[src/rtl/ps2_tetris_cmd_decoder.sv]
`default_nettype none
// ============================================================================
// Module   : ps2_tetris_cmd_decoder
// Purpose  : Parses PS/2 scan-code set 2 bytes (E0 extended prefix, F0 break
//            prefix) into Tetris game commands. Commands go through a
//            one-entry buffer with a valid/ready handshake. The module also
//            exports a held level for each movement/drop key.
// Ports    : inclock          - system clock
//            resetn           - asynchronous active-low reset
//            ps2_key_pressed  - one-cycle strobe, ps2_key_data valid
//            ps2_key_data     - received scan-code byte
//            cmd_ready        - consumer accepts cmd this cycle
//            clear_overflow   - synchronous clear of the overflow flag
//            cmd_valid        - command buffered, held until accepted
//            cmd_code         - 1 LEFT 2 RIGHT 3 ROTATE 4 DOWN 5 DROP 6 PAUSE
//            key_held         - [0]LEFT [1]RIGHT [2]ROTATE [3]DOWN [4]DROP
//            overflow         - sticky, a command was dropped (buffer full)
//            parse_state      - current parser state (debug)
// Revision : 1.0 - initial release
// ============================================================================
module ps2_tetris_cmd_decoder #(
    parameter int TIMEOUT_CYCLES = 100000,
    parameter int CNT_W          = 17,
    parameter bit REPEAT_EN      = 1'b0
) (
    input  logic       inclock,
    input  logic       resetn,
    input  logic       ps2_key_pressed,
    input  logic [7:0] ps2_key_data,
    input  logic       cmd_ready,
    input  logic       clear_overflow,
    output logic       cmd_valid,
    output logic [2:0] cmd_code,
    output logic [4:0] key_held,
    output logic       overflow,
    output logic [1:0] parse_state
);

    typedef enum logic [1:0] {
        ST_IDLE    = 2'd0,
        ST_EXT     = 2'd1,
        ST_BRK     = 2'd2,
        ST_EXT_BRK = 2'd3
    } state_t;

    localparam logic [7:0]       c_PFX_EXT = 8'hE0;
    localparam logic [7:0]       c_PFX_BRK = 8'hF0;
    localparam logic [CNT_W-1:0] c_CNT_LAST = CNT_W'(TIMEOUT_CYCLES - 1);

    state_t           r_state;
    logic [CNT_W-1:0] r_cnt;
    logic             r_cmd_valid;
    logic [2:0]       r_cmd_code;
    logic [4:0]       r_key_held;
    logic             r_overflow;

    // Key lookup for non-extended and extended codes
    logic       w_ne_hit, w_ex_hit;
    logic [2:0] w_ne_code, w_ex_code;
    logic [4:0] w_ne_mask, w_ex_mask;

    always_comb begin
        w_ne_hit  = 1'b1;
        w_ne_code = 3'd0;
        w_ne_mask = 5'b00000;
        case (ps2_key_data)
            8'h29:   begin w_ne_code = 3'd5; w_ne_mask = 5'b10000; end
            8'h4D:   begin w_ne_code = 3'd6; w_ne_mask = 5'b00000; end // PAUSE has no held bit
            default: w_ne_hit = 1'b0;
        endcase

        w_ex_hit  = 1'b1;
        w_ex_code = 3'd0;
        w_ex_mask = 5'b00000;
        case (ps2_key_data)
            8'h6B:   begin w_ex_code = 3'd1; w_ex_mask = 5'b00001; end
            8'h74:   begin w_ex_code = 3'd2; w_ex_mask = 5'b00010; end
            8'h75:   begin w_ex_code = 3'd3; w_ex_mask = 5'b00100; end
            8'h72:   begin w_ex_code = 3'd4; w_ex_mask = 5'b01000; end
            default: w_ex_hit = 1'b0;
        endcase
    end

    // Parser next-state, timeout counter, held levels and command request
    state_t           w_state_nxt;
    logic [CNT_W-1:0] w_cnt_nxt;
    logic [4:0]       w_held_nxt;
    logic             w_mk;
    logic [2:0]       w_mk_code;
    logic [4:0]       w_mk_mask;
    logic             w_req;
    logic [2:0]       w_req_code;

    always_comb begin
        w_state_nxt = r_state;
        w_cnt_nxt   = r_cnt;
        w_held_nxt  = r_key_held;
        w_mk        = 1'b0;
        w_mk_code   = 3'd0;
        w_mk_mask   = 5'b00000;
        w_req       = 1'b0;
        w_req_code  = 3'd0;

        if (ps2_key_pressed) begin
            // A strobe always takes priority over an expiring timeout
            w_cnt_nxt = '0;
            case (r_state)
                ST_IDLE: begin
                    if (ps2_key_data == c_PFX_EXT) begin
                        w_state_nxt = ST_EXT;
                    end else if (ps2_key_data == c_PFX_BRK) begin
                        w_state_nxt = ST_BRK;
                    end else begin
                        w_mk      = w_ne_hit;
                        w_mk_code = w_ne_code;
                        w_mk_mask = w_ne_mask;
                    end
                end
                ST_EXT: begin
                    if (ps2_key_data == c_PFX_BRK) begin
                        w_state_nxt = ST_EXT_BRK;
                    end else if (ps2_key_data != c_PFX_EXT) begin
                        w_state_nxt = ST_IDLE;
                        w_mk        = w_ex_hit;
                        w_mk_code   = w_ex_code;
                        w_mk_mask   = w_ex_mask;
                    end
                end
                ST_BRK: begin
                    w_state_nxt = ST_IDLE;
                    w_held_nxt  = r_key_held & ~w_ne_mask;
                end
                default: begin
                    w_state_nxt = ST_IDLE;
                    w_held_nxt  = r_key_held & ~w_ex_mask;
                end
            endcase
        end else if (r_state == ST_IDLE) begin
            w_cnt_nxt = '0;
        end else if (r_cnt == c_CNT_LAST) begin
            w_state_nxt = ST_IDLE;
            w_cnt_nxt   = '0;
        end else begin
            w_cnt_nxt = r_cnt + CNT_W'(1);
        end

        // Typematic repeats of an already-held key are suppressed unless enabled
        if (w_mk) begin
            if (REPEAT_EN || ((r_key_held & w_mk_mask) == 5'b00000)) begin
                w_req      = 1'b1;
                w_req_code = w_mk_code;
            end
            w_held_nxt = w_held_nxt | w_mk_mask;
        end
    end

    logic w_accept;
    assign w_accept = r_cmd_valid && cmd_ready;

    always_ff @(posedge inclock or negedge resetn) begin
        if (!resetn) begin
            r_state     <= ST_IDLE;
            r_cnt       <= '0;
            r_cmd_valid <= 1'b0;
            r_cmd_code  <= 3'd0;
            r_key_held  <= 5'b00000;
            r_overflow  <= 1'b0;
        end else begin
            r_state    <= w_state_nxt;
            r_cnt      <= w_cnt_nxt;
            r_key_held <= w_held_nxt;

            // Load when empty or when the held entry leaves this same cycle
            if (w_req && (!r_cmd_valid || cmd_ready)) begin
                r_cmd_valid <= 1'b1;
                r_cmd_code  <= w_req_code;
            end else if (w_accept) begin
                r_cmd_valid <= 1'b0;
                r_cmd_code  <= 3'd0;
            end

            // A drop in the same cycle as a clear leaves the flag set
            if (w_req && r_cmd_valid && !cmd_ready) begin
                r_overflow <= 1'b1;
            end else if (clear_overflow) begin
                r_overflow <= 1'b0;
            end
        end
    end

    assign cmd_valid   = r_cmd_valid;
    assign cmd_code    = r_cmd_code;
    assign key_held    = r_key_held;
    assign overflow    = r_overflow;
    assign parse_state = r_state;

endmodule
`default_nettype wire
[config.mk]
export PLATFORM = sky130hd
export DESIGN_NAME = ps2_tetris_cmd_decoder
export DESIGN_NICKNAME = d
export VERILOG_FILES = /design/src/rtl/ps2_tetris_cmd_decoder.sv
export SDC_FILE = /design/constraint.sdc
export NUM_CORES = 1
export LEC_CHECK = 0
export CAP_MARGIN = 10
export CELL_PAD_IN_SITES_DETAIL_PLACEMENT = 1
export CELL_PAD_IN_SITES_GLOBAL_PLACEMENT = 1
export CORE_MARGIN = 8
export CORE_UTILIZATION = 41
export CTS_CLUSTER_SIZE = 8
export DETAILED_ROUTE_END_ITERATION = 8
export PLACE_DENSITY = 0.8
export SLEW_MARGIN = 20
export SYNTH_ARGS = -nofsm -noshare
export SYNTH_HDL_FRONTEND = slang
export SYNTH_SLANG_ARGS = --single-unit
[constraint.sdc]
create_clock -name inclock -period 2.4 [get_ports inclock]
set_input_delay 0.36 -clock inclock [delete_from_list [all_inputs] [get_ports inclock]]
set_output_delay 0.36 -clock inclock [all_outputs]
set_load 0.03 [all_outputs]
==> summary.md, run 1 <==
| Metric | Value |
|---|---|
| Hold Worst Slack | 463 ps |
| Post_cts resized | 0 |
| IO Count | 25 |
| Initial cell density of the core | ~42% |
| Post-route ant nets | 0 |
| Tmin final | about 2100 ps |
| Fmax | ~470 MHz |
| Wire per inst | around 18 microns |
| Largest net degree at the start of global routing | 30 |
| Worst EP required | approximately 2600 ps |
| Netlist cell types | 46 |
| CTS Buffer Depth | 2 |
| H-Tree Level Count | 2 |
| Max VDD drop | 0.227 mV |
| Met1 Use GR | around a fifth |
| Pins Over Slew Limit | 0 |
| Die ar. | ~6400 sq um |
| Drt via density | roughly 5.7 |
| CP Buf/Inv Count | 1 |
| Area leader, netlist | dfrtp_1 |
| Gate Count Post-Synth | roughly 180 |
| PnR worst setup slack | 285 ps |
| Family with the most delay on the worst path | compound AO/OA/AOI/OAI gates |
| Ratio of cells with drive above 1 in the final layout | 14.4% |
| Synth Flop Type | dfrtp_1 |
| Worst r2r src | r_cnt[0] |
| Via count | between 1500 and 2000 |
| Post-synth top area share | roughly 44% |
| Chip height | approximately 80 microns |
| Status | complete, no violations |
| Final-report setup violation count | 0 |
| Maxcap violations | 0 |
| Worst slew margin | 66.6% |
| Clk Latency, worst-skew pair | about 280 ps |
| Iter 0 DRT Violations | 76 |
| I/O Buffers | 24 |
| Count leader, synth | dfrtp_1 |
| Critical-path top delay cell | clkdlybuf4s50_1 |
| Initial antenna violation count | 0 |
| Clk_skew | 3.92 ps |
| Chip width | about 80 microns |
| TritonCTS clock tree | yes |
| Synth area leaders | dfrtp_1 44%, nor2_1 5.0%, nand3_1 4.2% |
| GRT overflow | 0 |
| CTS root buffer | clkbuf_8 |
| Final HPWL DP | around 3900 microns |
| Clock buffer count from CTS | 5 |
| Vias in the first global route | approximately 1700 |
| Syn Std Cell Area | ~1700 sq um |
| Busiest grt layer | met2 |
| Setup WS pre-CTS | -13.9 ps |
| Clock sink count | 29 |
| Drt first pass iters | 4 |
| Post-synth ARST share | between 90% and 100% |
| PD cells | about 500 nW/um^2 |
| Pwr Total | 1080 uW |
| Slew @ Worst Pin | between 500 and 600 ps |
| CP Data Arrival Time | between 2000 and 2500 ps |
| Cells along the critical path | clkdlybuf4s50_1, or3b_2, a211oi_1, o221ai_1, o41ai_2, o22ai_1 |
| Syn Area/Cell | 9.16 sq um |
| Area Overhead vs Synth | 30.7% |
| Register area share after synthesis | 43.5% |
| Post-layout net count | 242 |
| Worst setup EP type | flip-flop |
| Crit-path max FO | 3 |
| Final Hold Fails | 0 |
| GPL Wtd Cong | ~0.89 |
| Clock transition at path regs | around 60 ps |
| Register bit total from synthesis | 29 |
| Post-synth EDFFs | 0 |
| Post-synth top cells | 29 x dfrtp_1, 22 x nor2_1, 15 x nand2_1 |
| Hold crit path type | input pin to asynchronous set/reset pin |
| Post-route DRC | 0 |
| Syn nets | approximately 200 |
| Unrepaired setup endpoints after global routing | no |
| Synth Warn # | 0 |
| # hold bufs at CTS | 0 |
| Met3 usage | under 10% |
| N_diodes | 0 |
| First-pass GRT wire length | ~8600 microns |
| Setup Fix Bufs, Post-CTS | 0 |
| Startpoint Class | input pin |
| Period utilisation layout | 88.1% |
| GR Util All Layers | between 10% and 20% |
| Final WL | slightly above 5000 microns |
| Critical Path Start | ps2_key_data[5] |
| Crit Path Category | input pin to flip-flop |
| Met2 Use GR | between 20 and 30% |
| CP max stage delay | ~500 ps |
| Cell Rows | 23 |
| Core Footprint | 3940 sq um |
| P_leak | roughly 0.0009 uW |
## worst paths after layout
| kind | end | slack (ps) | cells after the start |
|---|---|---|---|
| setup reg to reg | r_cnt[13] | 390 | 7 |
| max in group asynchronous | key_held[1] | 1650 | 2 |
| setup / recovery | cmd_code[2] | 290 | 6 |
| hold reg to reg | r_cnt[0] | 500 | 1 |
| hold / removal | cmd_code[2] | 460 | 2 |
| min in group inclock | r_cnt[0] | 500 | 1 |
## cells in the final DEF, fill, tap and decap left out, drive strengths merged, types with 2 or more instances in the layout
cell,synthesis,layout
clkdlybuf4s50,0,24
dfrtp,29,29
buf,1,19
o21ai,8,8
xnor2,7,7
nor2b,6,6
o211ai,2,2
clkbuf,3,6
o221ai,2,2
nor2,22,22
nor3,5,5
o31ai,6,6
clkinv,0,2
nor3b,2,2
nand3b,3,3
inv,7,7
nand4,8,8
nand3,14,14
and4b,2,2
o22ai,5,5
a211oi,2,2
and3,5,5
nand2,15,15
xor2,8,8
## stage by stage
step / util, % / instance area [sq um] / std cells / setup TNS, ps
finish: 55.3 / 2180 / 279 / 0
global placement: 53.2 / 2100 / 271 / 0
detailed placement: 53.2 / 2100 / 271 / -35.4
global route: 55.3 / 2180 / 279 / 0
floorplan: - / 1670 / 182 / 0
CTS: 55.3 / 2180 / 279 / 0
## area by class of cell
| class | instances | area (sq um) |
|---|---|---|
| clock buffers | 6 | 72.6 |
| multi-input cells | 142 | 898 |
| flip-flops and latches | 29 | 726 |
| inverters | 7 | 26.3 |
| fillers | 458 | 1760 |
| repair buffers | 43 | 383 |
| well taps | 50 | 62.6 |
| clock inverters | 2 | 10.0 |
## cells by family after synthesis
logic type,count (synthesis),synth area share (%)
compound gates,32,13.8
xor+xnor,15,7.88
fa+ha+maj,1,0.751
buf+inv,11,2.55
flops,29,43.5
simple gates,94,31.5
## registers in the layout, indices dropped and copies added (netlist names)
name,cells
cmd_code,3
cmd_valid,1
parse_state,2
overflow,1
key_held,5
r_cnt,17
## where the power goes
part | total, uW | leakage, uW | switching (uW) | internal (uW)
Combinational | 176 | 0.000436 | 93.8 | 82.2
Clock | 391 | 0.0000450 | 190 | 201
Sequential | 516 | 0.000397 | 10.3 | 506
Total | 1080 | 0.000879 | 294 | 788
## metal layers
layer | vias up | part of all wire (%)
li1 | 754 | -
met1 | 807 | 44
met2 | 34 | 51
met3 | 4 | 4.9
met4 | 0 | 0.78
met5 | - | 0
Power figures use the tool's default switching activity.
==> run 2: changes to the inputs <==
--- a/config.mk
+++ b/config.mk
@@ -5,14 +5,14 @@
 export SDC_FILE = /design/constraint.sdc
 export NUM_CORES = 1
 export LEC_CHECK = 0
-export CAP_MARGIN = 10
+export CAP_MARGIN = 40
 export CELL_PAD_IN_SITES_DETAIL_PLACEMENT = 1
 export CELL_PAD_IN_SITES_GLOBAL_PLACEMENT = 1
 export CORE_MARGIN = 8
 export CORE_UTILIZATION = 41
 export CTS_CLUSTER_SIZE = 8
 export DETAILED_ROUTE_END_ITERATION = 8
-export PLACE_DENSITY = 0.8
+export PLACE_DENSITY_LB_ADDON = 0.1
 export SLEW_MARGIN = 20
 export SYNTH_ARGS = -nofsm -noshare
 export SYNTH_HDL_FRONTEND = slang
==> run 2 against run 1 <==
Compared with the run above: cell count is 0.36% lower; register-to-register slack better by 40 ps; via count is 3.0% lower; critical path depth stayed put; clock power hardly changed; critical path type unchanged; largest cell class unchanged; sequential cell count stayed put; setup slack worse by 40 ps.
==> summary.md, run 2 (synthesized netlist as in run 1, its figures left out) <==
| Metric | Value |
|---|---|
| Largest Register | r_cnt |
| Core Footprint | 3940 sq um |
| Commonest non-fill, non-tap cell in the layout | dfrtp_1 |
| FF-to-FF setup slack | ~430 ps |
| Final-report setup violation count | 0 |
| PD cells | approximately 500 nW/um^2 |
| TritonCTS clock tree | yes |
| Area Overhead vs Synth | 30.3% |
| P_leak | 0.000875 uW |
| Sw power | ~300 uW |
| Worst setup EP type | flip-flop |
| CP max stage delay | around 600 ps |
| Pins Over Slew Limit | 0 |
| Comb power frac | between 15 and 20% |
| # hold bufs at CTS | 0 |
| GR Util All Layers | ~17% |
| Worst r2r src | parse_state[0] |
| Initial antenna violation count | 0 |
| Post-layout util | around 55% |
| Maxcap violations | 0 |
| Die ar. | roughly 6400 sq um |
| Reg power frac | between 40% and 50% |
| CP Data Arrival Time | 2350 ps |
| Crit-path max FO | 5 |
| Unrepaired setup endpoints after global routing | no |
| Largest net degree at the start of global routing | 30 |
| Clock buffer count from CTS | 5 |
| Setup TNS | 0 ps |
| Final HPWL DP | around 3900 microns |
| Ratio of cells with drive above 1 in the final layout | between 10% and 20% |
| Internal power | a little under 800 uW |
| Clock transition at path regs | about 70 ps |
| Cells along the critical path | clkdlybuf4s50_1, nand3b_1, or4b_1, o221ai_1, o41ai_2, o22ai_1 |
| Post-layout net count | 241 |
| Post-route DRC | 0 |
| Status | complete, no violations |
| Drt first pass iters | 4 |
| Startpoint Class | input pin |
| N_diodes | 0 |
| Chip height | around 80 microns |
| Fillers | between 400 and 500 |
| Final WL | a little over 5000 microns |
| Drt via density | roughly 5.6 |
| Clock sink count | 29 |
| Post-route ant nets | 0 |
| CTS root buffer | clkbuf_8 |
| Final Hold Fails | 0 |
| Iter 0 DRT Violations | between 100 and 150 |
| Crit Path Category | input pin to flip-flop |
| Via count | 1551 |
| Cell depth of the worst flop-to-flop path | 5 |
| GRT overflow | 0 |
| Clock Power Share | a little over a third |
| Commonest non-fill, non-tap cells in the layout | 29 x dfrtp_1, 24 x clkdlybuf4s50_1, 22 x nor2_1 |
| Chip width | 79.8 microns |
| First-pass GRT wire length | 8650 microns |
| Clk_skew | ~7.3 ps |
| Hold crit path type | input pin to asynchronous set/reset pin |
| Sw frac | a little over a quarter |
| Critical-path top delay cell | or4b_1 |
| Initial cell density of the core | 42.3% |
| H-Tree Level Count | 2 |
| Tmin final | roughly 2200 ps |
| Cell Rows | 23 |
| R2R Path End | cmd_code[0] |
| Clk Latency, worst-skew pair | between 200 and 300 ps |
| Worst slew margin | approximately 66% |
| Slew @ Worst Pin | 512 ps |
| I/O Buffers | 24 |
| Wire per inst | about 18 microns |
| GPL Wtd Cong | 0.897 |
| Setup Fix Bufs, Post-CTS | 0 |
| CTS Buffer Depth | 2 |
| Period utilisation layout | about nine tenths |
| Number of flip-flops under the largest register name | 17 |
| Worst EP required | 2600 ps |
| Pwr Total | about 1100 uW |
| Max VDD drop | ~0.29 mV |
| Fmax | ~460 MHz |
| Post_cts resized | 0 |
| IO Count | 25 |
| Vias in the first global route | approximately 1800 |
[run 2: power by group through the flow]
stage	clock [uW]	combinational [uW]	sequential [uW]
2_1_floorplan	0	38.3	558
3_3_place_gp	0	176	523
3_5_place_dp	0	181	526
4_1_cts	405	181	517
5_1_grt	422	193	520
6_report	392	180	516
[run 2: critical path, delay by kind of cell]
family          cells  cell delay, ps
buf+inv             1             570
compound gates      3             730
simple gates        2             700
[run 2: worst max-delay path by stage]
stage	start	end	slack, ps
global placement	ps2_key_data[5]	cmd_code[2]	-9
global route	ps2_key_data[5]	cmd_code[0]	170
floorplan	parse_state[1]	cmd_code[0]	550
finish	ps2_key_data[1]	cmd_code[0]	250
CTS	ps2_key_data[3]	cmd_code[0]	250
detailed placement	ps2_key_data[5]	cmd_code[0]	-40
[run 2: through the flow]
stage / area, sq um / std cells / hold WS, ps / setup slack [ps]
after global placement: 2090 / 270 / 474 / -9.33
after floorplan: 1670 / 182 / 64.4 / 554
after CTS: 2170 / 278 / 472 / 254
after detailed placement: 2090 / 270 / 490 / -42.4
after global routing: 2170 / 278 / 501 / 167
final: 2170 / 278 / 473 / 245
[run 2: per-layer routing]
metal  routed length (microns)  up-vias  track usage [%]
li1                          -      752                -
met1                      2100      758             18.0
met2                      2620       27             31.3
met3                       153       14             4.28
met4                       177        0             8.91
met5                         0        -                0
[run 2: layout make-up]
class / instances / area [sq um] / share of cell area [%]
Sequential cell: 29 / 726 / 33.4
Tap cell: 50 / 62.6 / 2.88
Clock buffer: 6 / 72.6 / 3.34
Inverter: 7 / 26.3 / 1.21
Timing Repair Buffer: 42 / 375 / 17.3
Clock inverter: 2 / 10.0 / 0.461
Multi-Input combinational cell: 142 / 898 / 41.4
==> run 3: changes to the inputs <==
--- a/config.mk
+++ b/config.mk
@@ -8,7 +8,7 @@
 export CAP_MARGIN = 40
 export CELL_PAD_IN_SITES_DETAIL_PLACEMENT = 1
 export CELL_PAD_IN_SITES_GLOBAL_PLACEMENT = 1
-export CORE_MARGIN = 8
+export CORE_MARGIN = 4
 export CORE_UTILIZATION = 41
 export CTS_CLUSTER_SIZE = 8
 export DETAILED_ROUTE_END_ITERATION = 8
==> run 3 against run 2 <==
Compared with the run above: first-iteration DRC count decreased by 20%; total power decreased by 0.34%; combinational power about the same; critical path type unchanged; largest cell class unchanged; via count increased by 3.2%; hold slack got worse by 11 ps; sequential share of layout area about the same; final area about the same; largest power group unchanged; count of clock-buffer cells in the layout decreased by 1; cell count decreased by 0.72%; critical path depth unchanged; sequential power about the same.
==> summary.md, run 3 (synthesized netlist as in run 1, its figures left out) <==
| Metric | Value |
|---|---|
| Status | complete, no violations |
| Clk Latency, worst-skew pair | 280 ps |
| Max VDD drop | between 0.3 and 0.4 mV |
| Pins Over Slew Limit | 0 |
| Final HPWL DP | just under 4000 microns |
| Period utilisation layout | between 90% and 100% |
| Area Overhead vs Synth | 30.3% |
| Iter 0 DRT Violations | about 110 |
| CTS root buffer | clkbuf_8 |
| TritonCTS clock tree | yes |
| Tmin final | about 2300 ps |
| Fmax | roughly 440 MHz |
| Critical-path top delay cell | clkdlybuf4s50_1 |
| First-pass GRT wire length | about 8600 microns |
| Vias in the first global route | 1722 |
| Final WL | around 5000 microns |
| Core Footprint | between 3000 and 4000 sq um |
| Maxcap violations | 0 |
| Crit Path Category | input pin to flip-flop |
| Worst slew margin | between 60 and 70% |
| Post-route cell area | 2170 sq um |
| PD cells | approximately 500 nW/um^2 |
| Final-report setup violation count | 0 |
| CP Data Arrival Time | ~2400 ps |
| Worst EP required | between 2000 and 3000 ps |
| Clock transition at path regs | ~70 ps |
| Internal power | 787 uW |
| Chip width | between 70 and 80 microns |
| GRT overflow | 0 |
| Family with the most delay on the worst path | compound AO/OA/AOI/OAI gates |
| Die ar. | slightly above 5000 sq um |
| Cells along the critical path | clkdlybuf4s50_1, or3b_2, a211oi_1, o221ai_1, o41ai_2, o22ai_1 |
| Initial antenna violation count | 0 |
| PnR worst setup slack | between 100 and 150 ps |
| FF-to-FF setup slack | about 480 ps |
| Hold crit path type | input pin to asynchronous set/reset pin |
| CP max stage delay | around 530 ps |
| Post_cts resized | 0 |
| Comb power frac | 16.3% |
| Clk_skew | ~5.5 ps |
| Placed instance area | ~2100 sq um |
| H-Tree Level Count | 2 |
| Clock Power Share | a little over a third |
| Startpoint Class | input pin |
| Setup WS pre-CTS | -129 ps |
| Post-layout net count | 241 |
| Cell depth of the worst flop-to-flop path | 4 |
| R2R Path End | overflow |
| Largest net degree at the start of global routing | 30 |
| Via count | between 1500 and 2000 |
| Setup Fix Bufs, Post-CTS | 0 |
| Drt first pass iters | 4 |
| Commonest non-fill, non-tap cell in the layout | dfrtp_1 |
| Post-route DRC | 0 |
| I/O Buffers | 24 |
| CP Buf/Inv Count | 1 |
| Crit-path max FO | 4 |
| Cell Rows | 22 |
| Initial cell density of the core | 43.9% |
| # hold bufs at CTS | 0 |
| Reg power frac | around 48% |
| Sw power | slightly below 300 uW |
| Slew @ Worst Pin | between 400 and 500 ps |
| Chip height | 71.8 microns |
| Worst r2r src | parse_state[0] |
| Number of flip-flops under the largest register name | 17 |
| Post-route ant nets | 0 |
| GPL Wtd Cong | around 0.9 |
| Sw frac | 27.4% |
| Largest Register | r_cnt |
| Commonest non-fill, non-tap cells in the layout | 29 x dfrtp_1, 24 x clkdlybuf4s50_1, 22 x nor2_1 |
| Wire per inst | about 18 microns |
| Final Hold Fails | 0 |
| Ratio of cells with drive above 1 in the final layout | roughly 14% |
| Clock sink count | 29 |
| CTS Buffer Depth | 2 |
| N_diodes | 0 |
| Clock buffer count from CTS | 5 |
| GR Util All Layers | 21.4% |
| Worst setup EP type | flip-flop |
| P_leak | roughly 0.00087 uW |
| Fillers | about 450 |
| IO Count | 25 |
| Unrepaired setup endpoints after global routing | no |
| Drt via density | between 5 and 6 |
==> run 3: changes by cell type in the layout (fill, tap and decap cells not counted), sizes merged <==
| cell | change |
|---|---|
| clkbuf | -1 |
| clkinvlp | +1 |
==> run 3: routing by layer <==
metal  share of wire, %  vias up  global-route usage, %
met2                 49       32                   34.7
met3                4.0       11                   3.93
met5                  0        -                      0
met1                 45      806                   28.1
met4                2.1        0                   8.14
li1                   -      751                      -
==> run 3: area by class of cell <==
class | count | area [sq um] | share of cell area [%]
Clock buffer | 5 | 68.8 | 3.17
Clock inverter | 3 | 17.5 | 0.806
Inverter | 7 | 26.3 | 1.21
Multi-Input combinational cell | 142 | 898 | 41.4
Sequential cell | 29 | 726 | 33.4
Tap cell | 48 | 60.1 | 2.76
Timing Repair Buffer | 42 | 375 | 17.3
==> run 3: per-stage QoR <==
| stage | utilization, % | cells | hold WS (ps) | power, uW | TNS, ps |
|---|---|---|---|---|---|
| after floorplan | - | 182 | 64.4 | 596 | 0 |
| after global placement | 54.9 | 268 | 479 | 696 | -97.7 |
| after detailed placement | 54.9 | 268 | 495 | 702 | -382 |
| after CTS | 57.2 | 276 | 467 | 1100 | 0 |
| after global routing | 57.2 | 276 | 487 | 1140 | 0 |
| final | 57.2 | 276 | 462 | 1080 | 0 |
==> run 3: worst max path at each step <==
| stage | slack, ps | end | startpoint | cells after the start |
|---|---|---|---|---|
| after global routing | 40 | cmd_code[1] | ps2_key_data[5] | 6 |
| after CTS | 170 | cmd_code[1] | ps2_key_data[5] | 6 |
| after floorplan | 550 | cmd_code[0] | parse_state[1] | 6 |
| after global placement | -30 | cmd_code[1] | ps2_key_data[5] | 6 |
| final | 150 | cmd_code[1] | ps2_key_data[5] | 6 |
| after detailed placement | -130 | cmd_code[1] | ps2_key_data[5] | 6 |
==> run 3: power by group through the flow <==
stage / Sequential, uW / Combinational [uW] / Clock (uW)
5_1_grt: 519 / 192 / 430
3_5_place_dp: 525 / 176 / 0
2_1_floorplan: 558 / 38.3 / 0
6_report: 517 / 177 / 390
4_1_cts: 517 / 178 / 407
3_3_place_gp: 525 / 171 / 0
